$ cat src/rtl/mul_div_unit_if.sv
// Handshake and data bundle between the execute stage and the multiply/divide unit.
`timescale 1ns/1ps
interface mul_div_unit_if #(
    parameter int WIDTH = 32
);
    logic             start;
    logic [1:0]       op;
    logic [WIDTH-1:0] a;
    logic [WIDTH-1:0] b;
    logic             hi_we;
    logic             lo_we;
    logic [WIDTH-1:0] wdata;
    logic             busy;
    logic             done;
    logic [WIDTH-1:0] hi;
    logic [WIDTH-1:0] lo;

    modport master (
        output start, op, a, b, hi_we, lo_we, wdata,
        input  busy, done, hi, lo
    );

    modport slave (
        input  start, op, a, b, hi_we, lo_we, wdata,
        output busy, done, hi, lo
    );
endinterface

$ cat src/rtl/mul_div_unit.sv
// Multi-cycle MULT/MULTU/DIV/DIVU unit owning HI/LO; one iteration per cycle over WIDTH cycles.
// Optional MULDIV_EARLY_OUT_EN: zero divisor / zero multiply operand skips straight to FIX.
`timescale 1ns/1ps
module mul_div_unit #(
    parameter int WIDTH = 32
) (
    input  logic          clk,
    input  logic          rst_n,
    mul_div_unit_if.slave bus
);
    localparam int CNT_W = (WIDTH > 1) ? $clog2(WIDTH) : 1;
    localparam logic [CNT_W-1:0] CNT_INIT = CNT_W'(WIDTH - 1);
    localparam logic [1:0] ST_IDLE = 2'd0;
    localparam logic [1:0] ST_RUN  = 2'd1;
    localparam logic [1:0] ST_FIX  = 2'd2;

    logic [1:0]       state_reg;
    logic [CNT_W-1:0] count_reg;
    logic             is_div_reg;
    logic             neg_q_reg;
    logic             neg_r_reg;
    logic             busy_reg;
    logic             done_reg;
    logic [WIDTH-1:0] hi_reg;
    logic [WIDTH-1:0] lo_reg;
    logic [WIDTH-1:0] acc_hi_reg;
    logic [WIDTH-1:0] acc_lo_reg;
    logic [WIDTH-1:0] opnd_reg;

    // Operand magnitudes; unsigned ops (op[0]=1) pass raw values through.
    logic             signed_op;
    logic             sign_a;
    logic             sign_b;
    logic [WIDTH-1:0] mag_a;
    logic [WIDTH-1:0] mag_b;

    assign signed_op = ~bus.op[0];
    assign sign_a    = signed_op & bus.a[WIDTH-1];
    assign sign_b    = signed_op & bus.b[WIDTH-1];
    assign mag_a     = sign_a ? -bus.a : bus.a;
    assign mag_b     = sign_b ? -bus.b : bus.b;

`ifdef MULDIV_EARLY_OUT_EN
    logic early_out;
    assign early_out = (bus.b == '0) || (!bus.op[1] && (bus.a == '0));
`endif

    // Multiply: {acc_hi, acc_lo} starts as {0, |b|} and shifts right, adding |a| on a set LSB.
    // Divide: acc_lo holds the dividend shifting out at the top and the quotient shifting in.
    logic [WIDTH:0]   mul_sum;
    logic [WIDTH:0]   div_shift;
    logic             div_ok;
    logic [WIDTH-1:0] div_diff;
    logic [WIDTH-1:0] iter_hi;
    logic [WIDTH-1:0] iter_lo;

    assign mul_sum   = {1'b0, acc_hi_reg} + (acc_lo_reg[0] ? {1'b0, opnd_reg} : '0);
    assign div_shift = {acc_hi_reg, acc_lo_reg[WIDTH-1]};
    assign div_ok    = (div_shift >= {1'b0, opnd_reg});
    assign div_diff  = div_shift[WIDTH-1:0] - opnd_reg;

    always_comb begin
        iter_hi = mul_sum[WIDTH:1];
        iter_lo = {mul_sum[0], acc_lo_reg[WIDTH-1:1]};
        if (is_div_reg) begin
            iter_hi = div_ok ? div_diff : div_shift[WIDTH-1:0];
            iter_lo = {acc_lo_reg[WIDTH-2:0], div_ok};
        end
    end

    logic [2*WIDTH-1:0] prod_fix;
    logic [WIDTH-1:0]   quo_fix;
    logic [WIDTH-1:0]   rem_fix;
    logic [WIDTH-1:0]   res_hi;
    logic [WIDTH-1:0]   res_lo;

    assign prod_fix = neg_q_reg ? -{acc_hi_reg, acc_lo_reg} : {acc_hi_reg, acc_lo_reg};
    assign quo_fix  = neg_q_reg ? -acc_lo_reg : acc_lo_reg;
    assign rem_fix  = neg_r_reg ? -acc_hi_reg : acc_hi_reg;
    assign res_hi   = is_div_reg ? rem_fix : prod_fix[2*WIDTH-1:WIDTH];
    assign res_lo   = is_div_reg ? quo_fix : prod_fix[WIDTH-1:0];

    always_ff @(posedge clk) begin
        if (!rst_n) begin
            state_reg  <= ST_IDLE;
            count_reg  <= '0;
            is_div_reg <= 1'b0;
            neg_q_reg  <= 1'b0;
            neg_r_reg  <= 1'b0;
            busy_reg   <= 1'b0;
            done_reg   <= 1'b0;
            hi_reg     <= '0;
            lo_reg     <= '0;
            acc_hi_reg <= '0;
            acc_lo_reg <= '0;
            opnd_reg   <= '0;
        end else begin
            done_reg <= 1'b0;
            case (state_reg)
                ST_IDLE: begin
                    if (bus.hi_we) hi_reg <= bus.wdata;
                    if (bus.lo_we) lo_reg <= bus.wdata;
                    if (bus.start) begin
                        is_div_reg <= bus.op[1];
                        neg_q_reg  <= sign_a ^ sign_b;
                        neg_r_reg  <= sign_a;
                        opnd_reg   <= bus.op[1] ? mag_b : mag_a;
                        acc_hi_reg <= '0;
                        acc_lo_reg <= bus.op[1] ? mag_a : mag_b;
                        count_reg  <= CNT_INIT;
                        busy_reg   <= 1'b1;
                        state_reg  <= ST_RUN;
`ifdef MULDIV_EARLY_OUT_EN
                        // Preload the magnitudes the full iteration would have produced.
                        if (early_out) begin
                            acc_hi_reg <= bus.op[1] ? mag_a : '0;
                            acc_lo_reg <= bus.op[1] ? '1 : '0;
                            state_reg  <= ST_FIX;
                        end
`endif
                    end
                end
                ST_RUN: begin
                    acc_hi_reg <= iter_hi;
                    acc_lo_reg <= iter_lo;
                    count_reg  <= count_reg - CNT_W'(1);
                    if (count_reg == '0) begin
                        busy_reg  <= 1'b0;
                        state_reg <= ST_FIX;
                    end
                end
                ST_FIX: begin
                    hi_reg    <= res_hi;
                    lo_reg    <= res_lo;
                    done_reg  <= 1'b1;
                    busy_reg  <= 1'b0;
                    state_reg <= ST_IDLE;
                end
                default: state_reg <= ST_IDLE;
            endcase
        end
    end

    assign bus.busy = busy_reg;
    assign bus.done = done_reg;
    assign bus.hi   = hi_reg;
    assign bus.lo   = lo_reg;
endmodule
$ cat src/flat_wrapper.sv
// flat-port wrapper written by rule: the top's interface ports become plain ports
module mul_div_unit_flat 
#(
    parameter int WIDTH = 32
)
  (clk, rst_n, bus_start, bus_op, bus_a, bus_b, bus_hi_we, bus_lo_we, bus_wdata, bus_busy, bus_done, bus_hi, bus_lo);
  mul_div_unit_if #(.WIDTH(WIDTH)) bus_i ();
  input  logic clk;
  input  logic rst_n;
  input wire logic [$bits(bus_i.start)-1:0] bus_start;
  input wire logic [$bits(bus_i.op)-1:0] bus_op;
  input wire logic [$bits(bus_i.a)-1:0] bus_a;
  input wire logic [$bits(bus_i.b)-1:0] bus_b;
  input wire logic [$bits(bus_i.hi_we)-1:0] bus_hi_we;
  input wire logic [$bits(bus_i.lo_we)-1:0] bus_lo_we;
  input wire logic [$bits(bus_i.wdata)-1:0] bus_wdata;
  output wire logic [$bits(bus_i.busy)-1:0] bus_busy;
  output wire logic [$bits(bus_i.done)-1:0] bus_done;
  output wire logic [$bits(bus_i.hi)-1:0] bus_hi;
  output wire logic [$bits(bus_i.lo)-1:0] bus_lo;
  assign bus_i.start = bus_start;
  assign bus_i.op = bus_op;
  assign bus_i.a = bus_a;
  assign bus_i.b = bus_b;
  assign bus_i.hi_we = bus_hi_we;
  assign bus_i.lo_we = bus_lo_we;
  assign bus_i.wdata = bus_wdata;
  assign bus_busy = bus_i.busy;
  assign bus_done = bus_i.done;
  assign bus_hi = bus_i.hi;
  assign bus_lo = bus_i.lo;
  mul_div_unit #(.WIDTH(WIDTH)) u_core (.clk(clk), .rst_n(rst_n), .bus(bus_i));
endmodule
$ cat config.mk
export PLATFORM = sky130hd
export DESIGN_NAME = mul_div_unit_flat
export DESIGN_NICKNAME = d
export VERILOG_FILES = /design/src/rtl/mul_div_unit_if.sv /design/src/rtl/mul_div_unit.sv /design/src/flat_wrapper.sv
export SDC_FILE = /design/constraint.sdc
export NUM_CORES = 1
export LEC_CHECK = 0
export BUFFER_PORTS_ARGS = -buffer_cell sky130_fd_sc_hd__buf_4
export CELL_PAD_IN_SITES_DETAIL_PLACEMENT = 0
export CELL_PAD_IN_SITES_GLOBAL_PLACEMENT = 1
export CORE_ASPECT_RATIO = 1.2
export CORE_UTILIZATION = 47
export CTS_BUF_LIST = sky130_fd_sc_hd__clkbuf_4 sky130_fd_sc_hd__clkbuf_8 sky130_fd_sc_hd__clkbuf_16
export CTS_CLUSTER_SIZE = 16
export DETAILED_ROUTE_END_ITERATION = 7
export PLACE_DENSITY = 0.94
export SYNTH_ARGS = -nofsm -noshare
export SYNTH_HDL_FRONTEND = slang
export SYNTH_SLANG_ARGS = --single-unit
$ cat constraint.sdc
create_clock -name clk -period 6.2 [get_ports clk]
set_input_delay 0.62 -clock clk [delete_from_list [all_inputs] [get_ports clk]]
set_output_delay 0.62 -clock clk [all_outputs]
set_load 0.1 [all_outputs]
==> metrics.txt, run 1 <==
status=finished clean; Period minus WS final=4.471 ns; Setup Fix Bufs, Post-CTS=0; Routed WL per cell=20.38 µm; max_cap viols=0; Most Used Layer, Global Route=met2; Resized Gates After CTS=0; Initial DRC Count=1,145; slowest cell on the critical path=o41ai_1; Die H=193.8 µm; CTS tree=built; crit end category=flip-flop; final hold slack=0.4517 ns; row cnt=slightly below 70; RSZ-0062 raised after global routing=no; CTS Buf Count=17; DR vias/cell=between 6 and 7; CP required=roughly 6.5 ns; Buffers on Ports=168; Routed Antenna Nets=0; DP HPWL=38.89 mm; Max FO, Critical Path=11; largest net degree at the start of global routing=90; setup TNS=0 ns; CTS Buffer Depth=2; Worst Clk Skew=0.01132 ns; I/O pins=169; H-tree levels=4; Synth-to-Final Area Change=13.92%; CTS root buffer=clkbuf_16; first-pass GRT wire length=about 78 mm; Mapped Avg Cell Area=7.260 µm²; met2 Use GR=0.5158; Slowest Stage Delay on Critical Path=approximately 1.1 ns; GR Layer Usage met3=0.03187; top cells by count, synth=nor2_1 (231), a21oi_1 (211), nand2_1 (187); Std-Cell Core Area=~30,000 µm²; Hold Buf Count CTS=0; Seq/Total Area, Yosys=0.2389; dpl cells=2,433; Final Non-Filler Cells=2,465; Worst Tran Pin Value=1.347 ns; Final Max Slew Viols=0; Die W=161.9 µm; Worst path top cell family by delay=compound AO/OA/AOI/OAI gates; Synth async-reset ratio=0; initial antenna violation count=0; share of the synthesized area in the top cell type=0.2389; fin crit share=0.7211; layout cells sized above 1=0.1296; Routed WL=50.24 mm; Yosys warning count=0; Cells after Synth=1,985; filler instances=2,937; count of cell types in the netlist=72; nets=2,241; Fmax=223.7 MHz; ys flop type=dfxtp_1; Post-synth EDFFs=0; Setup CP Type=flip-flop to flip-flop; Synth area leaders=dfxtp_1 (24%), a21oi_1 (7.3%), ha_1 (6.4%), o21ai_0 (6.4%), nor2_1 (6.0%); Worst Path Arrival=4.81 ns; clock insertion delay at the later pin of the skew report=0.44 ns; Buffers & Inverters on Critical Path=1; TritonRoute pass-1 iters=7; Vias=between 15,000 and 20,000; cell mode on critical path=a21oi_1; Final Hold Viols=0; vias in the first global route=14,170; routability cong.=0.9976; Post-Syn Nets=2,164; worst slew margin relative to its limit=0.09028; clock-pin slew on the worst setup and hold paths=0.07 ns; CTS Sinks=172; Leak=6.785 nW; min-delay worst type=flip-flop to flip-flop; GRT met1 Usage=0.4139; VDD IR-drop max=0.1621 mV; total congestion overflow=0; Finish-stage setup viols=0; critical-path cell list=ha_1, inv_1, fa_1, nand2b_1, a21oi_1, o22ai_1, o41ai_1, a21oi_1, o31a_1, o21ai_0, xor2_1, a221o_1; #FFs+latches synth=between 150 and 200; cell area after synthesis=14,410 µm²; biggest area consumer among synthesized cells=dfxtp_1; die footprint=31,370 µm²; ant diodes=0; PD cells=~270 nW/µm²; drt drc=0; Critical Path Source Type=flip-flop; Initial Util=0.4824; most frequent cell after synthesis=nor2_1; Total GRT Usage=0.3185
area by class of cell:
type	count	area (µm²)	area share
multi-input combinational	1618	10280	0.6260
inverter	71	266.5	0.01623
sequential	172	3445	0.2098
clock inverter	13	127.6	0.007774
timing repair buffer	182	1366	0.08323
tap	390	488.0	0.02972
clock buffer	19	446.7	0.02721
worst paths after layout:
path	startpoint	end	slack, ns	cells past startpoint
worst max register to register	u_core.acc_hi_reg[0]	u_core.acc_hi_reg[29]	1.73	12
worst min-delay path	u_core.opnd_reg[10]	u_core.opnd_reg[10]	0.45	2
worst min register to register	u_core.opnd_reg[10]	u_core.opnd_reg[10]	0.45	2
worst max-delay path	u_core.acc_hi_reg[0]	u_core.acc_hi_reg[29]	1.73	12
metrics by stage:
step           setup WS (ns)  total power [W]  utilization  area (µm²)
6_report               1.729         0.004410       0.5496       16420
5_1_grt                1.514         0.004634       0.5496       16420
4_1_cts                1.871         0.004400       0.5496       16420
3_5_place_dp           1.907         0.003342       0.5304       15840
3_3_place_gp           1.928         0.003320       0.5304       15840
2_1_floorplan          2.807         0.002798            -       14410
worst reg2reg max path, cell delays in order (launching register included):
cell      delay, ns
dfxtp_1        0.60
ha_1           0.27
inv_1          0.07
fa_1           0.38
nand2b_1       0.20
a21oi_1        0.21
o22ai_1        0.20
o41ai_1        1.10
a21oi_1        0.28
o31a_1         0.36
o21ai_0        0.26
xor2_1         0.11
a221o_1        0.32
cell families (layout without fill, tap and decap cells):
kind of cell | count (synthesis) | after routing | synth area share
adder cells (fa/ha/maj) | 76 | 76 | 0.06703
buffers and inverters | 195 | 285 | 0.05175
multiplexers | 61 | 61 | 0.04437
flip-flops | 172 | 172 | 0.2389
AO/OA/AOI/OAI | 699 | 699 | 0.3007
AND/OR/NAND/NOR | 610 | 610 | 0.1927
XOR/XNOR | 172 | 172 | 0.1045
placed cells by master, fill, tap and decap left out, drive strengths merged, types with 40 or more instances in the layout:
cell / count
a211oi: 73
o211ai: 44
ha: 74
dfxtp: 172
nand2: 187
xnor2: 89
buf: 182
a21oi: 211
xor2: 83
inv: 75
nor3: 40
o21ai: 190
nor2: 231
metal layers:
layer | wire length (µm) | vias up
li1 | - | 7354
met1 | 21660 | 7107
met2 | 23210 | 495
met3 | 2610 | 97
met4 | 2760 | 0
met5 | 0 | -
report_power, final:
group,internal [W],switching (W),total [W]
logic,0.000609,0.00134,0.00195
clock network,0.000547,0.000521,0.00107
registers,0.00124,0.000151,0.00139
(Power assumes the default switching activity.)
==> run 2, diff against run 1 <==
--- a/config.mk
+++ b/config.mk
@@ -5,15 +5,16 @@
 export SDC_FILE = /design/constraint.sdc
 export NUM_CORES = 1
 export LEC_CHECK = 0
+export ABC_AREA = 1
 export BUFFER_PORTS_ARGS = -buffer_cell sky130_fd_sc_hd__buf_4
 export CELL_PAD_IN_SITES_DETAIL_PLACEMENT = 0
 export CELL_PAD_IN_SITES_GLOBAL_PLACEMENT = 1
 export CORE_ASPECT_RATIO = 1.2
-export CORE_UTILIZATION = 47
+export CORE_UTILIZATION = 42
 export CTS_BUF_LIST = sky130_fd_sc_hd__clkbuf_4 sky130_fd_sc_hd__clkbuf_8 sky130_fd_sc_hd__clkbuf_16
 export CTS_CLUSTER_SIZE = 16
 export DETAILED_ROUTE_END_ITERATION = 7
-export PLACE_DENSITY = 0.94
+export PLACE_DENSITY = 0.89
 export SYNTH_ARGS = -nofsm -noshare
 export SYNTH_HDL_FRONTEND = slang
 export SYNTH_SLANG_ARGS = --single-unit
==> constraint.sdc (replaced) <==
create_clock -name clk -period 4.3 [get_ports clk]
set_input_delay 0.43 -clock clk [delete_from_list [all_inputs] [get_ports clk]]
set_output_delay 0.43 -clock clk [all_outputs]
set_load 0.1 [all_outputs]
==> metrics.txt, run 2 <==
status=finished clean; Period minus WS final=3.455 ns; Worst Clk Skew=0.02271 ns; Slowest Stage Delay on Critical Path=0.49 ns; Setup CP Type=flip-flop to flip-flop; Final Max Slew Viols=0; Mapped Avg Cell Area=5.587 µm²; Initial Util=0.4259; Vias=22,560; RSZ-0062 raised after global routing=no; Fmax=between 200 and 300 MHz; sequential share of power=0.199; nets=3,534; Synth-to-Final Area Change=12.40%; min-delay worst type=input pin to flip-flop; Buffers & Inverters on Critical Path=3; max_cap viols=0; Buffers on Ports=168; I/O pins=169; dpl cells=3,888; Cells after Synth=3,262; CP required=4.60 ns; Final Non-Filler Cells=3,920; Critical Path Source Type=flip-flop; switching share of power=0.6087; row cnt=83; fin crit share=0.8035; Worst path top cell family by delay=simple AND/OR/NAND/NOR gates; drt drc=0; Std-Cell Core Area=42,790 µm²; Seq/Total Area, Yosys=0.1889; ys flop type=dfxtp_1; most frequent cell after synthesis=nand2_1; H-tree levels=4; DP HPWL=just under 70 mm; worst slew margin relative to its limit=0.3072; P_sw=0.007813 W; Die H=230.2 µm; slowest cell on the critical path=dfxtp_1; routability cong.=1.026; Post-synth EDFFs=0; layout cells sized above 1=0.09768; dpl cell area=19,880 µm²; ant diodes=0; Routed WL=85.70 mm; critical-path cell list=buf_4, nand2_1, inv_1, ha_1, nand2_1, inv_1, a21oi_1, nand3_1, nand2_1, nand2_1, nand2_1, nand2_1, nand2_1, nand3_1, nand3_1, a21oi_1; clock power share=0.128; Total GRT Usage=0.3817; cell area after synthesis=18,220 µm²; Resized Gates After CTS=0; #FFs+latches synth=around 170; CTS root buffer=clkbuf_16; post-route cell area=slightly above 20,000 µm²; DR vias/cell=5.754; first-pass GRT wire length=126.9 mm; Die W=192.2 µm; largest net degree at the start of global routing=83; Final Util=0.4787; cell mode on critical path=nand2_1; Synth async-reset ratio=0; Leak=~10 nW; clock insertion delay at the later pin of the skew report=0.48 ns; CTS Sinks=roughly 170; Yosys warning count=0; VDD IR-drop max=0.5405 mV; vias in the first global route=~21,000; count of cell types in the netlist=55; Final Hold Viols=0; Worst Tran Pin Value=1.039 ns; internal power=0.005023 W; Max FO, Critical Path=31; share of the synthesized area in the top cell type=0.1951; setup TNS=0 ns; total congestion overflow=0; Initial DRC Count=roughly 2,400; clock-pin slew on the worst setup and hold paths=around 0.090 ns; CTS Buf Count=17; Finish-stage setup viols=0; Routed WL per cell=between 20 and 25 µm; Hold Buf Count CTS=0; die footprint=44,230 µm²; TritonRoute pass-1 iters=6; Post-Syn Nets=around 3,400; biggest area consumer among synthesized cells=nand2_1; CTS tree=built; Worst Path Arrival=3.76 ns; commonest non-fill, non-tap cells in the layout=nand2_1 (947), inv_1 (449), nand3_1 (309); combinational share of power=0.673; PD cells=626.7 nW/µm²; Synth area leaders=nand2_1 (20%), dfxtp_1 (19%), inv_1 (9.3%), nand3_1 (8.5%), a21oi_1 (8.0%); CTS Buffer Depth=2; Routed Antenna Nets=0; most common cell after layout, fill and taps aside=nand2_1; initial antenna violation count=0; crit end category=flip-flop; Setup Fix Bufs, Post-CTS=0; top cells by count, synth=nand2_1 (947), inv_1 (450), nand3_1 (309)
-- run 2: kinds of logic after synthesis --
family,Yosys count,synth area share
buf+inv,594,0.1265
fa+ha+maj,76,0.05300
simple gates,1710,0.4069
xor+xnor,67,0.03220
flops,172,0.1889
compound gates,643,0.1925
-- run 2: cell type report --
class	instances	area, µm²
clock buffer	18	439.2
clock inverter	14	165.2
fill	4783	22300
inverter	468	1758
multi-input combinational	2496	12480
sequential	172	3445
tap	552	690.7
timing repair buffer	200	1501
-- run 2: worst paths after layout --
path	start	endpoint	slack [ns]	cells past startpoint
worst max-delay path	u_core.acc_lo_reg[0]	u_core.acc_hi_reg[28]	0.84	16
worst min register to register	u_core.count_reg[0]	u_core.count_reg[0]	0.49	1
worst max register to register	u_core.acc_lo_reg[0]	u_core.acc_hi_reg[28]	0.84	16
worst min-delay path	bus_wdata[1]	u_core.bus.lo[1]	0.26	3
-- run 2: power by group through the flow --
stage	logic [W]	registers [W]	clock network (W)
2_1_floorplan	0.00482	0.00374	0
3_3_place_gp	0.00841	0.00254	0
3_5_place_dp	0.00844	0.00256	0
4_1_cts	0.00847	0.00253	0.00164
5_1_grt	0.00929	0.00260	0.00170
6_report	0.00864	0.00256	0.00164
-- run 2: through the flow --
stage                     hold slack [ns]  setup slack [ns]  total power, W
after floorplan                    0.4428             1.809        0.008559
after global placement             0.4667            0.9260         0.01095
after detailed placement           0.4680            0.8585         0.01100
after CTS                          0.2348            0.8510         0.01264
after global routing               0.2622            0.6552         0.01359
final                              0.2643            0.8448         0.01284
-- run 2: metal layers --
| layer | track usage | share of wire | up-vias |
|---|---|---|---|
| met1 | 0.5033 | 0.42 | 10480 |
| li1 | - | - | 10790 |
| met4 | 0.1791 | 0.050 | 0 |
| met5 | 0 | 0 | - |
| met2 | 0.6093 | 0.45 | 1107 |
| met3 | 0.05159 | 0.079 | 173 |
-- run 2: worst register-to-register path: stages, from the launching register on --
cell     delay [ns]
dfxtp_1        0.49
buf_4          0.43
nand2_1        0.26
inv_1          0.11
ha_1           0.28
nand2_1        0.20
inv_1          0.06
a21oi_1        0.34
nand3_1        0.28
nand2_1        0.15
nand2_1        0.12
nand2_1        0.12
nand2_1        0.06
nand2_1        0.05
nand3_1        0.14
nand3_1        0.14
a21oi_1        0.07
